==> src/rtl/ysyx_040066_clint_n.sv <==
// rtl/ysyx_040066_clint_n.sv - core-local interruptor: mtime, per-hart mtimecmp and msip
module ysyx_040066_clint_n #(
    parameter int          NHART    = 1,
    parameter logic [63:0] BASE     = 64'h0200_0000,
    parameter int          PRESCALE = 1
) (
    input  logic             clk,
    input  logic             rst,
    input  logic [63:0]      addr,
    input  logic [63:0]      wdata,
    input  logic [7:0]       wmask,
    input  logic             rd_req,
    input  logic             wr_req,
    output logic             mem_rd,
    output logic             mem_wr,
    output logic             hit_q,
    output logic [63:0]      rdata,
    output logic             err,
    output logic [NHART-1:0] mtip,
    output logic [NHART-1:0] msip,
    output logic [63:0]      mtime_o,
    output logic             wr_clr
);
    localparam int          PW   = (PRESCALE > 1) ? $clog2(PRESCALE) : 1;
    localparam logic [PW-1:0] PMAX = PW'(PRESCALE - 1);
    localparam logic [11:0] NH12 = 12'(NHART);
    localparam logic [10:0] NH11 = 11'(NHART);

    logic [63:0]   mtime;
    logic [63:0]   mtime_nx;
    logic [PW-1:0] pre;
    logic [PW-1:0] pre_nx;
    logic [63:0]   cmp [NHART];

    logic        hit, access, legal, wr, rd, tick;
    logic        is_msip, is_cmp, is_mtime;
    logic        msip_ok, cmp_ok, mtime_ok;
    logic [15:0] off;
    logic [11:0] msip_idx;
    logic [10:0] cmp_idx;
    logic [63:0] rd_val;
    logic        msip_bit, msip_en;

    function automatic logic [63:0] merge(input logic [63:0] old_v, input logic [63:0] new_v,
                                          input logic [7:0] mask);
        logic [63:0] r;
        for (int b = 0; b < 8; b++)
            r[b*8 +: 8] = mask[b] ? new_v[b*8 +: 8] : old_v[b*8 +: 8];
        return r;
    endfunction

    assign hit      = (addr[63:16] == BASE[63:16]);
    assign off      = addr[15:0];
    assign access   = (rd_req | wr_req) & hit;
    assign mem_rd   = rd_req & ~hit;
    assign mem_wr   = wr_req & ~hit;
    assign mtime_o  = mtime;

    assign is_msip  = (off[15:14] == 2'b00);
    assign is_cmp   = (off[15:14] == 2'b01);
    assign is_mtime = (off[15:3] == 13'h17FF);
    assign msip_idx = off[13:2];
    assign cmp_idx  = off[13:3];
    assign msip_ok  = is_msip & (msip_idx < NH12) & (off[1:0] == 2'b00);
    assign cmp_ok   = is_cmp & (cmp_idx < NH11) & (off[2:0] == 3'b000);
    assign mtime_ok = is_mtime & (off[2:0] == 3'b000);
    assign legal    = msip_ok | cmp_ok | mtime_ok;
    assign wr       = wr_req & hit & legal;
    assign rd       = rd_req & hit & legal;

    // msip occupies one 32-bit lane of the doubleword selected by addr[2]
    assign msip_bit = addr[2] ? wdata[32] : wdata[0];
    assign msip_en  = addr[2] ? wmask[4] : wmask[0];

    always_comb begin
        rd_val = 64'd0;
        for (int h = 0; h < NHART; h++) begin
            if (msip_ok && msip_idx == 12'(h))
                rd_val = addr[2] ? {31'd0, msip[h], 32'd0} : {63'd0, msip[h]};
            if (cmp_ok && cmp_idx == 11'(h))
                rd_val = cmp[h];
        end
        if (mtime_ok)
            rd_val = mtime;
    end

    // A software write to mtime overrides the tick and restarts the prescaler
    always_comb begin
        tick     = (pre == PMAX);
        mtime_nx = mtime;
        pre_nx   = pre + 1'b1;
        if (wr && mtime_ok) begin
            mtime_nx = merge(mtime, wdata, wmask);
            pre_nx   = '0;
        end else if (tick) begin
            mtime_nx = mtime + 64'd1;
            pre_nx   = '0;
        end
    end

    always_ff @(posedge clk) begin
        if (!rst) begin
            mtime  <= 64'd0;
            pre    <= '0;
            msip   <= '0;
            mtip   <= '0;
            hit_q  <= 1'b0;
            rdata  <= 64'd0;
            err    <= 1'b0;
            wr_clr <= 1'b0;
            for (int h = 0; h < NHART; h++)
                cmp[h] <= 64'hFFFF_FFFF_FFFF_FFFF;
        end else begin
            mtime  <= mtime_nx;
            pre    <= pre_nx;
            hit_q  <= access;
            err    <= access & ~legal;
            rdata  <= rd ? rd_val : 64'd0;
            wr_clr <= wr & cmp_ok;
            for (int h = 0; h < NHART; h++) begin
                mtip[h] <= (mtime >= cmp[h]);
                if (wr && msip_ok && msip_idx == 12'(h) && msip_en)
                    msip[h] <= msip_bit;
                if (wr && cmp_ok && cmp_idx == 11'(h))
                    cmp[h] <= merge(cmp[h], wdata, wmask);
            end
        end
    end
endmodule
==> config.mk <==
export PLATFORM = sky130hd
export DESIGN_NAME = ysyx_040066_clint_n
export DESIGN_NICKNAME = d
export VERILOG_FILES = /design/src/rtl/ysyx_040066_clint_n.sv
export SDC_FILE = /design/constraint.sdc
export NUM_CORES = 1
export LEC_CHECK = 0
export ABC_AREA = 1
export BUFFER_PORTS_ARGS = -buffer_cell sky130_fd_sc_hd__buf_2
export CORE_MARGIN = 2
export CORE_UTILIZATION = 45
export CTS_BUF_LIST = sky130_fd_sc_hd__clkbuf_8 sky130_fd_sc_hd__clkbuf_16
export DETAILED_ROUTE_END_ITERATION = 10
export HOLD_SLACK_MARGIN = 0.1
export PLACE_DENSITY_LB_ADDON = 0.05
export SYNTH_ARGS = -nofsm -noshare
export SYNTH_HDL_FRONTEND = slang
export SYNTH_SLANG_ARGS = --single-unit
==> constraint.sdc <==
create_clock -name clk -period 6.35 [get_ports clk]
set_input_delay 1.27 -clock clk [delete_from_list [all_inputs] [get_ports clk]]
set_output_delay 1.27 -clock clk [all_outputs]
set_load 0.01 [all_outputs]
==> reports/metrics.yaml, run 1 <==
global_route:
  grt_usage_pct: 29.83
  grt_max_degree: 129
  grt_first_pass_wirelength_microns: 67810
  grt_antenna_before_repair: 1
  grt_remaining_overflow: 0
  first_global_vias: 12386
worst_setup_path:
  path_common_cell: "nor2_1"
  worstPathArrival_ps: 2490
  crit_path_end_kind: "output pin"
  cp.required_ps: 5080
  path_cells: "buf_2, nor2_1, and2_1, nand2_1, nor2_1, nand2_1, nor2_2, buf_4, nor2_1, buf_2"
  slowest_stage: "buf_4"
  critPathMaxStageDelay_ps: 290
  critPathTopFamily: "simple AND/OR/NAND/NOR gates"
  critPathLaunchType: "input pin"
  crit_type: "in -> out"
  r2r_setup_slack_ps: 3440
  regToRegEndpoint: "mtime_o[58]$_SDFFE_PN0P_"
  rr_worst_depth: 12
  cp_num_buf_inv: 3
  cp_max_fo: 22
  r2r_start: "mtime_o[0]$_SDFFE_PN0P_"
floorplanning:
  start_util_pct: 45.69
  die_area_sq_um: 29570
  die_h_microns: 172.0
  placementRows: 61
  core_sq_um: 27780
  fp.dieW_microns: 172.0
  io_pins: 275
finish:
  drive_above_1_share_pct: 18.06
  area_delta_synth_final_pct: 17.98
  num-nets-final: 2352
  post-route-util_pct: 53.91
  diodes: 0
  fin_cells: 2538
clock_tree:
  cts_made_buffers: 17
  cts_buffer_depth: 2
  cts_root_buf: "clkbuf_16"
  insertion_delay_ps: 450
  path_clk_slew_ps: 80
  htree_levels: 4
  cts_resized: 0
  cts.sinks: 198
  cts_setup_buffers: 0
  hold_buffers: 0
  cts_tree: "built"
timing:
  post-route-period-util_pct: 59.23
  rsz0062_at_grt: "false"
  hold_ws_ps: 520.6
  hold_viol_final: 0
  setup_viol: 0
  fin_setup_tns_ps: 0
  timing.fmax_mhz: 265.9
  final-max-slew-violation-count: 0
  slew_headroom_pct: 26.03
  fin_crit_ps: 3761
  tightest_slew_ps: 1107
  fin_skew_ps: 16.84
logic_synthesis:
  synth_seq_cells: 198
  ys_types: 35
  yosysWarnings: 0
  synthesis.nets: 2114
  synthCells: 1909
  syn-cell-area_sq_um: 12690
  synth-seq-area-share_pct: 36.27
  syn_area_per_cell_sq_um: 6.650
hold_path:
  hold_end: "msip$_SDFFE_PN0P_"
  whs_path_depth: 2
  min_from: "msip$_SDFFE_PN0P_"
  min_path_type: "reg -> reg"
power:
  p_total_uw: 2859
  p_leak_uw: 0.006938
  powerDensity_nw_per_um2: 190.9
  ir_drop_v: 0.0001389
detailed_routing:
  avgRoutedWirePerCell_microns: 17.08
  finalWirelength_microns: 43360
  drt-initial-drc-count: 760
  vias: 13200
  ant_nets: 0
  viasPerCell: 5.201
  dr.pass1.iters: 5
  drc: 0
outcome:
  status: "finished, final reports clean"
flow_run:
  cap_viol_max_count: 0
placement:
  post-dp-hpwl_microns: 33650
  portBuffers: 274
  routabilityCongestion: 0.9535
  dp.cells: 2506
==> kinds of logic (layout without fill, tap and decap cells) <==
kind of cell / after synthesis / in the layout / synth area share, %
other cells: 1 / 1 / 0.02954
fa+ha+maj: 65 / 65 / 6.406
flops: 198 / 198 / 36.27
compound gates: 243 / 243 / 9.698
simple gates: 1107 / 1107 / 37.26
buf+inv: 264 / 515 / 8.200
xor+xnor: 31 / 31 / 2.139
==> layout make-up <==
type | count | area (sq um)
multi-input cells | 1447 | 7056
clock inverters | 15 | 201.4
flip-flops and latches | 198 | 4604
clock buffers | 17 | 425.4
repair buffers | 287 | 1481
fillers | 2903 | 12800
inverters | 196 | 735.7
well taps | 378 | 473.0
==> cell usage after synthesis <==
library cell	instances	area, sq um
a21oi_1	64	320.3
and2_0	1	6.260
and2_1	2	12.51
buf_2	12	60.06
buf_4	1	7.510
buf_6	4	45.04
clkbuf_1	50	187.7
clkbuf_2	1	5.000
conb_1	1	3.750
dfxtp_1	134	2683
edfxtp_1	64	1922
ha_1	65	813.3
inv_1	194	728.2
inv_2	2	7.510
nand2_1	529	1986
nand2_2	5	31.28
nand3_1	112	560.5
nand3_2	6	60.06
nand3b_1	14	105.1
nand4_1	46	287.8
nand4_2	3	37.54
nor2_1	321	1205
nor2_2	3	18.77
nor2_4	1	11.26
nor2_8	1	20.02
nor3_1	8	40.04
nor3_2	1	10.01
nor4_1	3	18.77
o21a_1	4	30.03
o21ai_0	160	800.8
o21ai_1	13	65.06
o21bai_1	2	15.01
or2_2	51	319.1
xnor2_1	5	43.79
xor2_1	26	227.7
==> flip-flops by register name (all words and copies together) (netlist names) <==
signal / count
cmp: 64
mtime_o: 64
rdata: 64
err: 1
hit_q: 1
msip: 1
mtip: 1
pre: 1
wr_clr: 1
==> tightest hold or removal path, stage by stage, from the launching register on <==
cell and delay [ps]:
dfxtp_1 340, nor2_1 100, nor2_1 50
==> routing by layer <==
layer / routed length, microns / share of wire (%) / vias to the layer above / GRT usage (%)
met5: 13 / 0.030 / - / 0
met4: 843 / 1.9 / 2 / 7.782
met3: 2681 / 6.2 / 58 / 5.653
met2: 19850 / 46 / 411 / 49.12
met1: 19970 / 46 / 6110 / 40.26
li1: - / - / 6619 / -
==> where the power goes <==
part	internal [uW]	switching (uW)	leakage, uW
Sequential	1340	40.8	0.00173
Clock	665	534	0.000311
Combinational	109	172	0.00490
==> per-stage QoR <==
step	worst slack (ps)	cell area (sq um)
final	2589	14980
after global routing	2447	14980
after detailed placement	2201	14350
after floorplan	2833	12690
after CTS	2605	14980
after global placement	2306	14350
==> worst max path at each step <==
| stage | startpoint | endpoint | slack (ps) | cells after the start |
|---|---|---|---|---|
| 2_1_floorplan | addr[47] | mem_rd | 2830 | 10 |
| 3_3_place_gp | addr[1] | rdata[57]$_SDFF_PN0_ | 2310 | 11 |
| 3_5_place_dp | addr[2] | cmp[0][56]$_SDFFCE_PN1P_ | 2200 | 13 |
| 4_1_cts | addr[29] | mem_wr | 2610 | 10 |
| 5_1_grt | addr[2] | cmp[0][48]$_SDFFCE_PN1P_ | 2450 | 13 |
| 6_report | addr[29] | mem_rd | 2590 | 10 |
==> layout by cell type, fill, tap and decap left out, types with 4 or more instances in the layout <==
master,synthesis,layout
ha_1,65,65
o21ai_1,13,13
or2_2,51,51
xor2_1,26,26
nand2_1,529,529
o21ai_0,160,160
o21a_1,4,4
xnor2_1,5,5
buf_4,1,12
nand3b_1,14,14
nand2_2,5,5
nor3_1,8,8
nor2_1,321,321
bufinv_16,0,4
buf_2,12,274
nand4_1,46,46
nand3_1,112,112
dfxtp_1,134,134
a21oi_1,64,64
inv_1,194,196
edfxtp_1,64,64
clkbuf_16,0,17
inv_6,0,4
nand3_2,6,6
No activity file was read; power rests on OpenSTA's default activity.
==> run 2: changes to the inputs <==
Clock period 6.35 ns to 3.7 ns, I/O delays scaled along.
==> reports/metrics.yaml, run 2 (synthesis results as in run 1) <==
global_route:
  grt_remaining_overflow: 0  # unchanged
  grt_first_pass_wirelength_microns: 67360  # -0.66%
  grt_usage_pct: 29.74  # -0.093 points
  grt_antenna_before_repair: 2  # +1
  first_global_vias: 12218  # -1.4%
  grt_max_degree: 80  # -38%
timing:
  post-route-period-util_pct: 74.55
  rsz0062_at_grt: "false"
  fin_setup_tns_ps: 0  # unchanged
  fin_skew_ps: 10.84  # -6.003 ps
  hold_viol_final: 0  # unchanged
  final-max-slew-violation-count: 0  # unchanged
  slew_headroom_pct: 56.44  # +30 points
  timing.fmax_mhz: 362.5
  setup_viol: 0  # unchanged
  tightest_slew_ps: 653.4  # -453.5 ps
  fin_crit_ps: 2758
power:
  powerDensity_nw_per_um2: 315.6  # +65%
  p_leak_uw: 0.006960  # +0.32%
  ir_drop_v: 0.0002652  # +91%
floorplanning:
  die_area_sq_um: 29570  # unchanged
  die_h_microns: 172.0  # unchanged
  fp.dieW_microns: 172.0  # unchanged
  placementRows: 61  # unchanged
  io_pins: 275  # unchanged
  start_util_pct: 45.69  # unchanged
  core_sq_um: 27780  # unchanged
finish:
  final_area_sq_um: 15000  # +0.15%
  area_delta_synth_final_pct: 18.16
  fill_cells: 2898  # -0.17%
  drive_above_1_share_pct: 18.43  # +0.38 points
  final_common_cell: "nand2_1"
  num-nets-final: 2362  # +0.43%
  mostFrequentLayoutCells: "nand2_1, nor2_1, buf_2"
  diodes: 0  # unchanged
detailed_routing:
  finalWirelength_microns: 43500  # +0.32%
  drc: 0  # unchanged
  drt-initial-drc-count: 848  # +12%
  vias: 13179  # -0.16%
  viasPerCell: 5.172  # -0.55%
  dr.pass1.iters: 5  # unchanged
  avgRoutedWirePerCell_microns: 17.07  # about the same
  ant_nets: 0  # unchanged
clock_tree:
  cts_buffer_depth: 2  # unchanged
  cts_tree: "built"
  hold_buffers: 0  # unchanged
  cts_root_buf: "clkbuf_16"
  htree_levels: 4  # unchanged
  cts_setup_buffers: 0  # unchanged
  path_clk_slew_ps: 80  # about the same
  cts.sinks: 198  # unchanged
  cts_made_buffers: 17  # unchanged
  cts_resized: 0  # unchanged
  insertion_delay_ps: 450  # about the same
hold_path:
  min_path_type: "reg -> reg"
  whs_path_depth: 2  # unchanged
  hold_end: "msip$_SDFFE_PN0P_"
  min_from: "msip$_SDFFE_PN0P_"
placement:
  post-dp-hpwl_microns: 33950  # +0.88%
  place_area_sq_um: 14430  # +0.52%
  portBuffers: 274  # unchanged
  routabilityCongestion: 0.9564  # +0.30%
worst_setup_path:
  critPathLaunchType: "flop"
  crit_path_end_kind: "flop"
  cp.required_ps: 4020  # -1060 ps
  crit_path_start: "mtime_o[0]$_SDFFE_PN0P_"
  cp_max_fo: 10  # -55%
  r2r_start: "mtime_o[0]$_SDFFE_PN0P_"
  crit_type: "reg -> reg"
  worstPathArrival_ps: 3080  # +590 ps
  regToRegEndpoint: "mtime_o[48]$_SDFFE_PN0P_"
  rr_worst_depth: 12  # unchanged
  r2r_setup_slack_ps: 940  # -2500 ps
outcome:
  status: "finished, final reports clean"
flow_run:
  cap_viol_max_count: 0  # unchanged
[run 2: changes by cell type in the layout (fill, tap and decap cells not counted), sizes merged]
cell	change
buf	+10
clkinvlp	+2
clkbuf	+1
bufinv	-3
[run 2: metal layers]
layer  wire length (microns)  global-route usage [%]
met2                   20210                   49.99
met3                    2755                   4.852
met5                      29                       0
met4                     661                   6.467
met1                   19840                   40.28
[run 2: stage by stage]
stage	utilization (%)	total power (uW)	instances	hold WS (ps)	setup WS, ps
2_1_floorplan	-	2670	1909	519.2	1233
3_3_place_gp	51.92	2881	2516	511.9	791.7
3_5_place_dp	51.92	2892	2516	503.1	709.1
4_1_cts	53.99	4756	2548	520.9	966.6
5_1_grt	53.99	4909	2548	554.9	799.2
6_report	53.99	4734	2548	524.8	941.7
[run 2: cell type report]
| type | count | area [sq um] | area share, % |
|---|---|---|---|
| Multi-Input combinational cell | 1447 | 7056 | 47.04 |
| Sequential cell | 198 | 4604 | 30.70 |
| Timing Repair Buffer | 297 | 1556 | 10.38 |
| Inverter | 196 | 735.7 | 4.905 |
| Tap cell | 378 | 473.0 | 3.153 |
| Clock buffer | 18 | 450.4 | 3.003 |
| Clock inverter | 14 | 123.9 | 0.8258 |
[run 2: worst max-delay path: stages (launching register included)]
cell and delay [ps]:
dfxtp_1 540, ha_1 370, nand3_1 230, inv_1 210, nand2_1 160, nor2_1 500, nand3_1 140, nand2_1 80
nand2_1 110, nand2_1 110, nand2_1 60, nand2_1 60, a21oi_1 60
[run 2: power breakdown]
group	total [uW]	leakage (uW)	switching, uW	internal (uW)
clock network	1890	0.000281	912	975
logic	482	0.00495	294	188
registers	2360	0.00173	68.3	2300
total	4730	0.00696	1270	3460
[run 2: worst max-delay path by stage]
| stage | to | slack (ps) | depth (start not counted) |
|---|---|---|---|
| 3_3_place_gp | mtime_o[29]$_SDFFE_PN0P_ | 790 | 11 |
| 3_5_place_dp | mtime_o[24]$_SDFFE_PN0P_ | 710 | 12 |
| 5_1_grt | mtime_o[48]$_SDFFE_PN0P_ | 800 | 12 |
| 6_report | mtime_o[48]$_SDFFE_PN0P_ | 940 | 12 |
| 4_1_cts | mtime_o[48]$_SDFFE_PN0P_ | 970 | 12 |
| 2_1_floorplan | cmp[0][0]$_SDFFCE_PN1P_ | 1230 | 12 |
